<file path="config.mk">
export PLATFORM = sky130hd
export DESIGN_NAME = prim_scheduler
export DESIGN_NICKNAME = d
export VERILOG_FILES = /design/src/rtl/prim_scheduler.sv
export SDC_FILE = /design/constraint.sdc
export NUM_CORES = 1
export LEC_CHECK = 0
export BUFFER_PORTS_ARGS = -buffer_cell sky130_fd_sc_hd__buf_2
export CAP_MARGIN = 15
export CORE_ASPECT_RATIO = 0.8
export CORE_MARGIN = 2
export CORE_UTILIZATION = 30
export CTS_CLUSTER_SIZE = 14
export DETAILED_ROUTE_END_ITERATION = 8
export HOLD_SLACK_MARGIN = 0.05
export PLACE_DENSITY = 0.51
export SYNTH_ARGS = -nofsm -noshare
export SYNTH_HDL_FRONTEND = slang
export SYNTH_SLANG_ARGS = --single-unit
</file>
<file path="constraint.sdc">
create_clock -name clk -period 3.6 [get_ports clk]
set_input_delay 0.36 -clock clk [delete_from_list [all_inputs] [get_ports clk]]
set_output_delay 0.36 -clock clk [all_outputs]
set_load 0.005 [all_outputs]
</file>
<file path="src/rtl/prim_scheduler.sv">
// Breaks line/rectangle/triangle draw commands into clamped line segments
// and hands them one at a time to the line generator.
module prim_scheduler #(
    parameter int X_MAX = 639,
    parameter int Y_MAX = 479
) (
    input  logic        clk,
    input  logic        rst,
    input  logic        cmd_valid,
    output logic        cmd_ready,
    input  logic [1:0]  cmd_type,
    input  logic [18:0] cmd_v0,
    input  logic [18:0] cmd_v1,
    input  logic [18:0] cmd_v2,
    input  logic        fb_full,
    output logic [37:0] positions,
    output logic        primSelect,
    input  logic        lineDone,
    output logic        stop,
    output logic        busy,
    output logic        prim_done,
    output logic        cmd_err
);

    typedef enum logic [1:0] {
        S_IDLE,
        S_ISSUE,
        S_WAIT
    } state_e;

    localparam logic [9:0] X_LIM = 10'(X_MAX);
    localparam logic [8:0] Y_LIM = 9'(Y_MAX);

    localparam logic [1:0] T_LINE = 2'b00;
    localparam logic [1:0] T_RECT = 2'b01;
    localparam logic [1:0] T_TRI  = 2'b10;
    localparam logic [1:0] T_RSVD = 2'b11;

    function automatic logic [18:0] clamp_vtx(input logic [18:0] v);
        logic [9:0] x;
        logic [8:0] y;
        x = v[18:9];
        y = v[8:0];
        if (x > X_LIM) x = X_LIM;
        if (y > Y_LIM) y = Y_LIM;
        return {x, y};
    endfunction

    // Rectangle edges walk the corners (x0,y0)->(x1,y0)->(x1,y1)->(x0,y1) and close.
    function automatic logic [37:0] seg_pos(input logic [1:0]  t,
                                            input logic [1:0]  idx,
                                            input logic [18:0] a,
                                            input logic [18:0] b,
                                            input logic [18:0] c);
        logic [9:0]  ax, bx;
        logic [8:0]  ay, by;
        logic [37:0] r;
        ax = a[18:9];
        ay = a[8:0];
        bx = b[18:9];
        by = b[8:0];
        r  = {a, b};
        case (t)
            T_RECT: begin
                case (idx)
                    2'd0:    r = {ax, ay, bx, ay};
                    2'd1:    r = {bx, ay, bx, by};
                    2'd2:    r = {bx, by, ax, by};
                    default: r = {ax, by, ax, ay};
                endcase
            end
            T_TRI: begin
                case (idx)
                    2'd0:    r = {a, b};
                    2'd1:    r = {b, c};
                    default: r = {c, a};
                endcase
            end
            default: r = {a, b};
        endcase
        return r;
    endfunction

    function automatic logic [1:0] last_idx(input logic [1:0] t);
        logic [1:0] r;
        case (t)
            T_RECT:  r = 2'd3;
            T_TRI:   r = 2'd2;
            default: r = 2'd0;
        endcase
        return r;
    endfunction

    state_e      state_q, state_d;
    logic [1:0]  idx_q, idx_d;
    logic [1:0]  type_q, type_d;
    logic [18:0] v0_q, v0_d;
    logic [18:0] v1_q, v1_d;
    logic [18:0] v2_q, v2_d;
    logic [37:0] pos_q, pos_d;
    logic        done_q, done_d;
    logic        err_q, err_d;

    logic [18:0] c0, c1, c2;
    logic [1:0]  idx_nxt;
    logic        accept;

    always_comb begin
        state_d    = state_q;
        idx_d      = idx_q;
        type_d     = type_q;
        v0_d       = v0_q;
        v1_d       = v1_q;
        v2_d       = v2_q;
        pos_d      = pos_q;
        done_d     = 1'b0;
        err_d      = 1'b0;
        primSelect = 1'b0;
        busy       = (state_q != S_IDLE);
        cmd_ready  = (state_q == S_IDLE) && !rst;
        accept     = cmd_valid && cmd_ready;
        c0         = clamp_vtx(cmd_v0);
        c1         = clamp_vtx(cmd_v1);
        c2         = clamp_vtx(cmd_v2);
        idx_nxt    = idx_q + 2'd1;

        case (state_q)
            S_IDLE: begin
                if (accept) begin
                    if (cmd_type == T_RSVD) begin
                        err_d = 1'b1;
                    end else begin
                        type_d  = cmd_type;
                        v0_d    = c0;
                        v1_d    = c1;
                        v2_d    = c2;
                        idx_d   = 2'd0;
                        pos_d   = seg_pos(cmd_type, 2'd0, c0, c1, c2);
                        state_d = S_ISSUE;
                    end
                end
            end
            S_ISSUE: begin
                if (!fb_full) begin
                    primSelect = 1'b1;
                    state_d    = S_WAIT;
                end
            end
            S_WAIT: begin
                if (lineDone) begin
                    if (idx_q == last_idx(type_q)) begin
                        done_d  = 1'b1;
                        state_d = S_IDLE;
                    end else begin
                        idx_d   = idx_nxt;
                        pos_d   = seg_pos(type_q, idx_nxt, v0_q, v1_q, v2_q);
                        state_d = S_ISSUE;
                    end
                end
            end
            default: state_d = S_IDLE;
        endcase
    end

    always_ff @(posedge clk) begin
        if (rst) begin
            state_q <= S_IDLE;
            idx_q   <= 2'd0;
            type_q  <= T_LINE;
            v0_q    <= '0;
            v1_q    <= '0;
            v2_q    <= '0;
            pos_q   <= '0;
            done_q  <= 1'b0;
            err_q   <= 1'b0;
        end else begin
            state_q <= state_d;
            idx_q   <= idx_d;
            type_q  <= type_d;
            v0_q    <= v0_d;
            v1_q    <= v1_d;
            v2_q    <= v2_d;
            pos_q   <= pos_d;
            done_q  <= done_d;
            err_q   <= err_d;
        end
    end

    assign positions = pos_q;
    assign prim_done = done_q;
    assign cmd_err   = err_q;
    assign stop      = fb_full;

endmodule

</file>
## Word level (Yosys, flattened, before mapping)

Index checks and enable logic that the tools add are counted.

| storage, ports and cells | value |
|---|---|
| bits in registers | 103 |
| logic and storage cells | 80 |
| bits of input ports | 64 |

| operators by class | value |
|---|---|
| order comparisons | 6 |
| bitwise logic cells | 5 |
| equality and inequality tests | 14 |
| reduce and logical (&&, ||, !) cells | 12 |
| add/sub/neg operators | 1 |
| multiplexer cells | 33 |

Operators with widths:

| operator | number |
|---|---|
| $pmux 38 s2 | 3 |
| $mux 38 | 4 |
| $pmux 38 s3 | 1 |
| $mux 9 | 4 |
| $gt 10x10->1 const B | 3 |
| $mux 10 | 3 |
| $gt 9x9->1 const B | 3 |
| $mux 2 | 10 |
| $ne 2x2->1 const B | 5 |
| $eq 2x1->1 const B | 4 |
| $eq 2x2->1 const B | 4 |
| $pmux 2 s2 | 2 |
| $pmux 2 s3 | 1 |
| $reduce_or 3->1 | 2 |
| $mux 1 | 5 |
| $not 1->1 | 5 |
| $reduce_and 5->1 | 1 |
| $logic_not 2->1 | 2 |
| $reduce_and 4->1 | 1 |
| $reduce_bool 2->1 | 2 |
| $reduce_and 3->1 | 1 |
| $add 2x1->2 const B | 1 |
| $eq 2x2->1 | 1 |
| $logic_and 1x1->1 | 2 |
| $logic_not 1->1 | 1 |

## Depth between registers and ports, before layout

| depth | value |
|---|---|
| word-level depth | 8 |
| mapped depth | 10 |

## Least setup slack after synthesis

OpenSTA, ideal clock, no wires.

| path | value |
|---|---|
| path type | register to register |
| start point | register type_q[0] |
| end point | register pos_q[0] (netlist: positions[0]) |
| data arrival time | 2.060 ns |
| buffers on the path | 3 |
| clock period less this slack | 2.149 ns |
| cell stages (with the launch flop) | 11 |
| setup time | 0.088 ns |
| path slack | 1.451 ns |
| data required time | 3.512 ns |
| cell sequence | dfxtp_1 -> inv_1 -> ha_1 -> buf_2 -> xor2_1 -> a21oi_1 -> or2_1 -> buf_6 -> buf_6 -> nor2_1 -> a311oi_2 |

| between the ends | value |
|---|---|
| longest elaborated chain between the ends | 7 |
| elaborated cells between the ends (all ways) | 12 |
| those cells by class | 4 x eq/ne; 7 x mux; 1 x reduce/logical |

Ends and longest elaborated chain:

| item | RTL line | source |
|---|---|---|
| start: declaration | 96 | `logic [1:0] type_q, type_d;` |
| start signal: assignment | 179 | `type_q <= type_d;` |
| $eq 2x2->1 / $eq 2x1->1 (equally long branches) | 63, 86 |  |
| $pmux 2 s2 | 86 | `case (t)` |
| $mux 2 | 150 | `if (lineDone) begin` |
| $mux 2 | 127 | `case (state_q)` |
| $eq 2x2->1 | 151 | `if (idx_q == last_idx(type_q)) begin` |
| $ne 2x2->1 (no line) | n/a |  |
| $reduce_and 5->1 (no line) | n/a |  |
| end signal: assignment | 183 | `pos_q <= pos_d;` |
| end: declaration | 100 | `logic [37:0] pos_q, pos_d;` |

Parallel ways exist; a longest one is shown, timed or not. The select of a mux whose other input is x is not followed.
A chain may end at the register's enable or synchronous reset.

## Final worst setup path

| path | value |
|---|---|
| start point | register idx_q[0] |
| end point | register pos_q[6] (netlist: positions[6]) |

| between the ends | value |
|---|---|
| longest elaborated chain between the ends | 7 |
| elaborated cells between the ends (all ways) | 13 |
| those cells by class | 1 x add/sub; 4 x eq/ne; 6 x mux; 2 x reduce/logical |

Ends and longest elaborated chain:

| item | RTL line | source |
|---|---|---|
| start: declaration | 95 | `logic [1:0] idx_q, idx_d;` |
| start signal: assignment | 178 | `idx_q <= idx_d;` |
| $add 2x1->2 | 125 | `idx_nxt = idx_q + 2'd1;` |
| $eq 2x2->1 (tied with other cells) | 65 | `case (idx)` |
| $pmux 38 s3 / $pmux 38 s2 (equally long branches) | 65, 73 |  |
| $pmux 38 s2 | 63 | `case (t)` |
| $mux 38 | 151 |  |
| $mux 38 | 150 |  |
| $pmux 38 s2 | 127 |  |

Parallel ways exist; a longest one is shown, timed or not. The select of a mux whose other input is x is not followed.

==> run summary <==
Slew Viols, Final: 0
Initial core utilization: 30.7%
Crit-path cells: inv_1 -> ha_1 -> or2_2 -> a221oi_1 -> o221ai_1 -> a31oi_1 -> a211oi_1
Clock slew seen by the registers of the worst setup and hold paths: 0.08 ns
Post-route clock period utilization: 74.4%
Worst Setup SP: idx_q[0]$_SDFFE_PP0P_
Vias per cell: 5.87
Share of layout cells above drive strength 1: 19.8%
Synth top area cells: dfxtp_1 (34%), a221oi_1 (9.5%), nor2_1 (6.0%)
Vias in the first global route: 5832
Remaining global-route overflow: 0
Critical path arrival: 2.89 ns
PwrDens: 404 mW/mm^2
DRC: 0
WP depth: 7
R2R Path End: positions[6]$_SDFFE_PP0P_
Ys flop type: dfxtp_1
Yosys top cell area share: 33.7%
R2R Path Start: idx_q[0]$_SDFFE_PP0P_
Drt wl/cell: 20.5 um
Post-synth EDFFs: 0
DRT Pass-1 Iters: 6
Worst-Skew Late Latency: 0.36 ns
Worst setup SP type: register
Layout area overhead: 16.3%
Final Power: 2.87 mW
Post-DP HPWL: 15.7 mm
Measured slew at the worst slew-check pin: 1.06 ns
Fin. Hold Viols: 0
Synth async-reset ratio: 0%
Maximum clock path buffer count: 2
Final non-filler cell total: 1113
Clk root buf: clkbuf_16
Seq/Total Area, Yosys: 33.7%
PostCTS Resize Cnt: 0
H-tree levels: 3
Status: complete, no violations
Via count: 6534
# IOs: 108
Worst setup path endpoint: positions[6]$_SDFFE_PP0P_
Core Area: 0.0199 mm^2
FF-to-FF path depth: 7
Final Util: 35.7%
Initial DRC Count: 768
Design Area, Final: 0.00711 mm^2
Synth Instances: 789
Max_slew headroom: 29.7%
Die Area: 0.0216 mm^2
Syn. warnings: 0
Fmax: 373 MHz
CP top delay family: compound AO/OA/AOI/OAI gates
Reg2reg setup slack: 0.92 ns
CP Class: reg2reg
Die height: 132 um
ANT cells: 0
Worst path max stage delay: 0.58 ns
Hold_ws: 0.239 ns
Largest net degree at the start of global routing: 66
First-pass GRT wire length: 35.5 mm
Syn Area/Cell: 7.75 um^2
Cell Area, Synth: 0.00612 mm^2
NumNets Final: 915
Routed WL: 22.8 mm
CTS hold repair buffers: 0
Fin crit period: 2.68 ns
Antenna violations before repair: 0
Width of the die: 164 um
Detail Route Antenna Nets: 0
Leak: 2.44 nW
Placed instance count: 1097
Post-synthesis cell type count: 51
Final worst setup slack: 0.922 ns
Setup Skew: 0.0107 ns
Syn Nets: 860
# port buffers: 107
Area leader, netlist: dfxtp_1
CTS tree: built
Setup Buffers After CTS: 0
Buf+Inv Stages, Crit Path: 1
GRT Total Usage: 21.0%
Worst Hold Class: in2reg
Max-capacitance violation count: 0
Crit. End Element: register
Fin Setup TNS: 0 ns
CTS buffer count: 9
GPL Wtd Cong: 0.834
Setup violators final: 0
Fillers: 2173
Critical path fanouts, max: 19
Post-Place Worst Slack: 0.987 ns
#FFs+latches synth: 103
Maximum vdd drop: 0.202 mV
CTS Sinks: 103
Req. time, crit path: 3.81 ns
Placed instance area: 0.00681 mm^2
Rows: 46
CP max stage cell: or2_2
RSZ-0062 raised after global routing: no
-- how the worst min path moves through the flow --
| stage | start | cells past startpoint | to |
|---|---|---|---|
| 6_report | cmd_v2[6] | 3 | v2_q[6]$_SDFFE_PP0P_ |
| 5_1_grt | cmd_v2[6] | 3 | v2_q[6]$_SDFFE_PP0P_ |
| 4_1_cts | cmd_v2[6] | 3 | v2_q[6]$_SDFFE_PP0P_ |
| 3_5_place_dp | positions[16]$_SDFFE_PP0P_ | 1 | positions[16]$_SDFFE_PP0P_ |
| 3_3_place_gp | positions[16]$_SDFFE_PP0P_ | 1 | positions[16]$_SDFFE_PP0P_ |
| 2_1_floorplan | v2_q[5]$_SDFFE_PP0P_ | 2 | v2_q[5]$_SDFFE_PP0P_ |
-- final cells by class --
cell class	count	area, um^2	share of cell area, %
repair buffers	125	698	9.81
clock inverters	6	73.8	1.04
clock buffers	10	229	3.22
inverters	12	45.0	0.633
multi-input cells	593	3680	51.7
flip-flops and latches	103	2060	29.0
well taps	264	330	4.64
-- kinds of logic (layout without fill, tap and decap cells) --
kind of cell	after synthesis	after routing	synth area share, %
xor+xnor	2	2	0.286
buf+inv	93	153	6.46
fa+ha+maj	7	7	1.43
simple gates	276	276	21.0
compound gates	308	308	37.1
flops	103	103	33.7
-- synthesized netlist by cell type, drive strengths merged (3+ instances only) --
cell / count
a211oi: 14
a21oi: 53
a221o: 4
a221oi: 66
a22o: 3
a22oi: 8
a311oi: 19
a31oi: 6
buf: 21
clkbuf: 60
dfxtp: 103
ha: 7
inv: 12
nand2: 50
nand2b: 25
nand3: 10
nand3b: 12
nor2: 98
nor2b: 3
nor3: 67
o211ai: 23
o21a: 4
o21ai: 52
o221ai: 9
o22ai: 24
o32ai: 5
o41ai: 5
or2: 7
-- layer usage --
layer	wire length [um]	global-route usage, %	vias up
li1	-	-	3128
met1	11300	33.1	3101
met2	9300	28.4	290
met3	1960	5.15	15
met4	221	4.14	0
met5	0	0	-
-- report_power, final --
group | switching, mW | internal, mW
logic | 0.325 | 0.221
registers | 0.0837 | 1.21
clock network | 0.485 | 0.551
-- state kept, by name, summed over array words and instances (netlist names) --
register and count:
v0_q 19, positions 38, cmd_err 1, type_q 2
idx_q 2, prim_done 1, v1_q 19, v2_q 19
state_q 2
-- worst reg2reg max path: stages (launching register included) --
cell and delay [ns]:
dfxtp_1 0.40, inv_1 0.12, ha_1 0.46, or2_2 0.59
a221oi_1 0.33, o221ai_1 0.16, a31oi_1 0.36, a211oi_1 0.12
-- cell usage in the layout (no fill, tap or decap), types with 3 or more instances in the layout --
cell type | synthesis | final
nand2_1 | 50 | 50
o22ai_1 | 24 | 24
inv_1 | 12 | 12
buf_4 | 3 | 17
ha_1 | 7 | 6
a311oi_2 | 13 | 13
o21ai_0 | 50 | 50
nand3_1 | 10 | 9
nand2b_1 | 25 | 25
o41ai_1 | 4 | 4
a21oi_1 | 52 | 52
nor3_1 | 67 | 67
a22oi_1 | 8 | 8
a31oi_1 | 6 | 6
a221oi_1 | 66 | 66
dfxtp_1 | 103 | 103
o32ai_1 | 5 | 5
o211ai_1 | 23 | 23
o21a_1 | 4 | 4
or2_2 | 6 | 7
a221o_1 | 4 | 4
clkbuf_16 | 0 | 9
a211oi_1 | 13 | 13
nand3b_1 | 12 | 12
a311oi_1 | 6 | 6
inv_6 | 0 | 3
buf_2 | 10 | 106
o221ai_1 | 9 | 9
nor2_1 | 98 | 98
a22o_1 | 3 | 3
(Power assumes the default switching activity.)
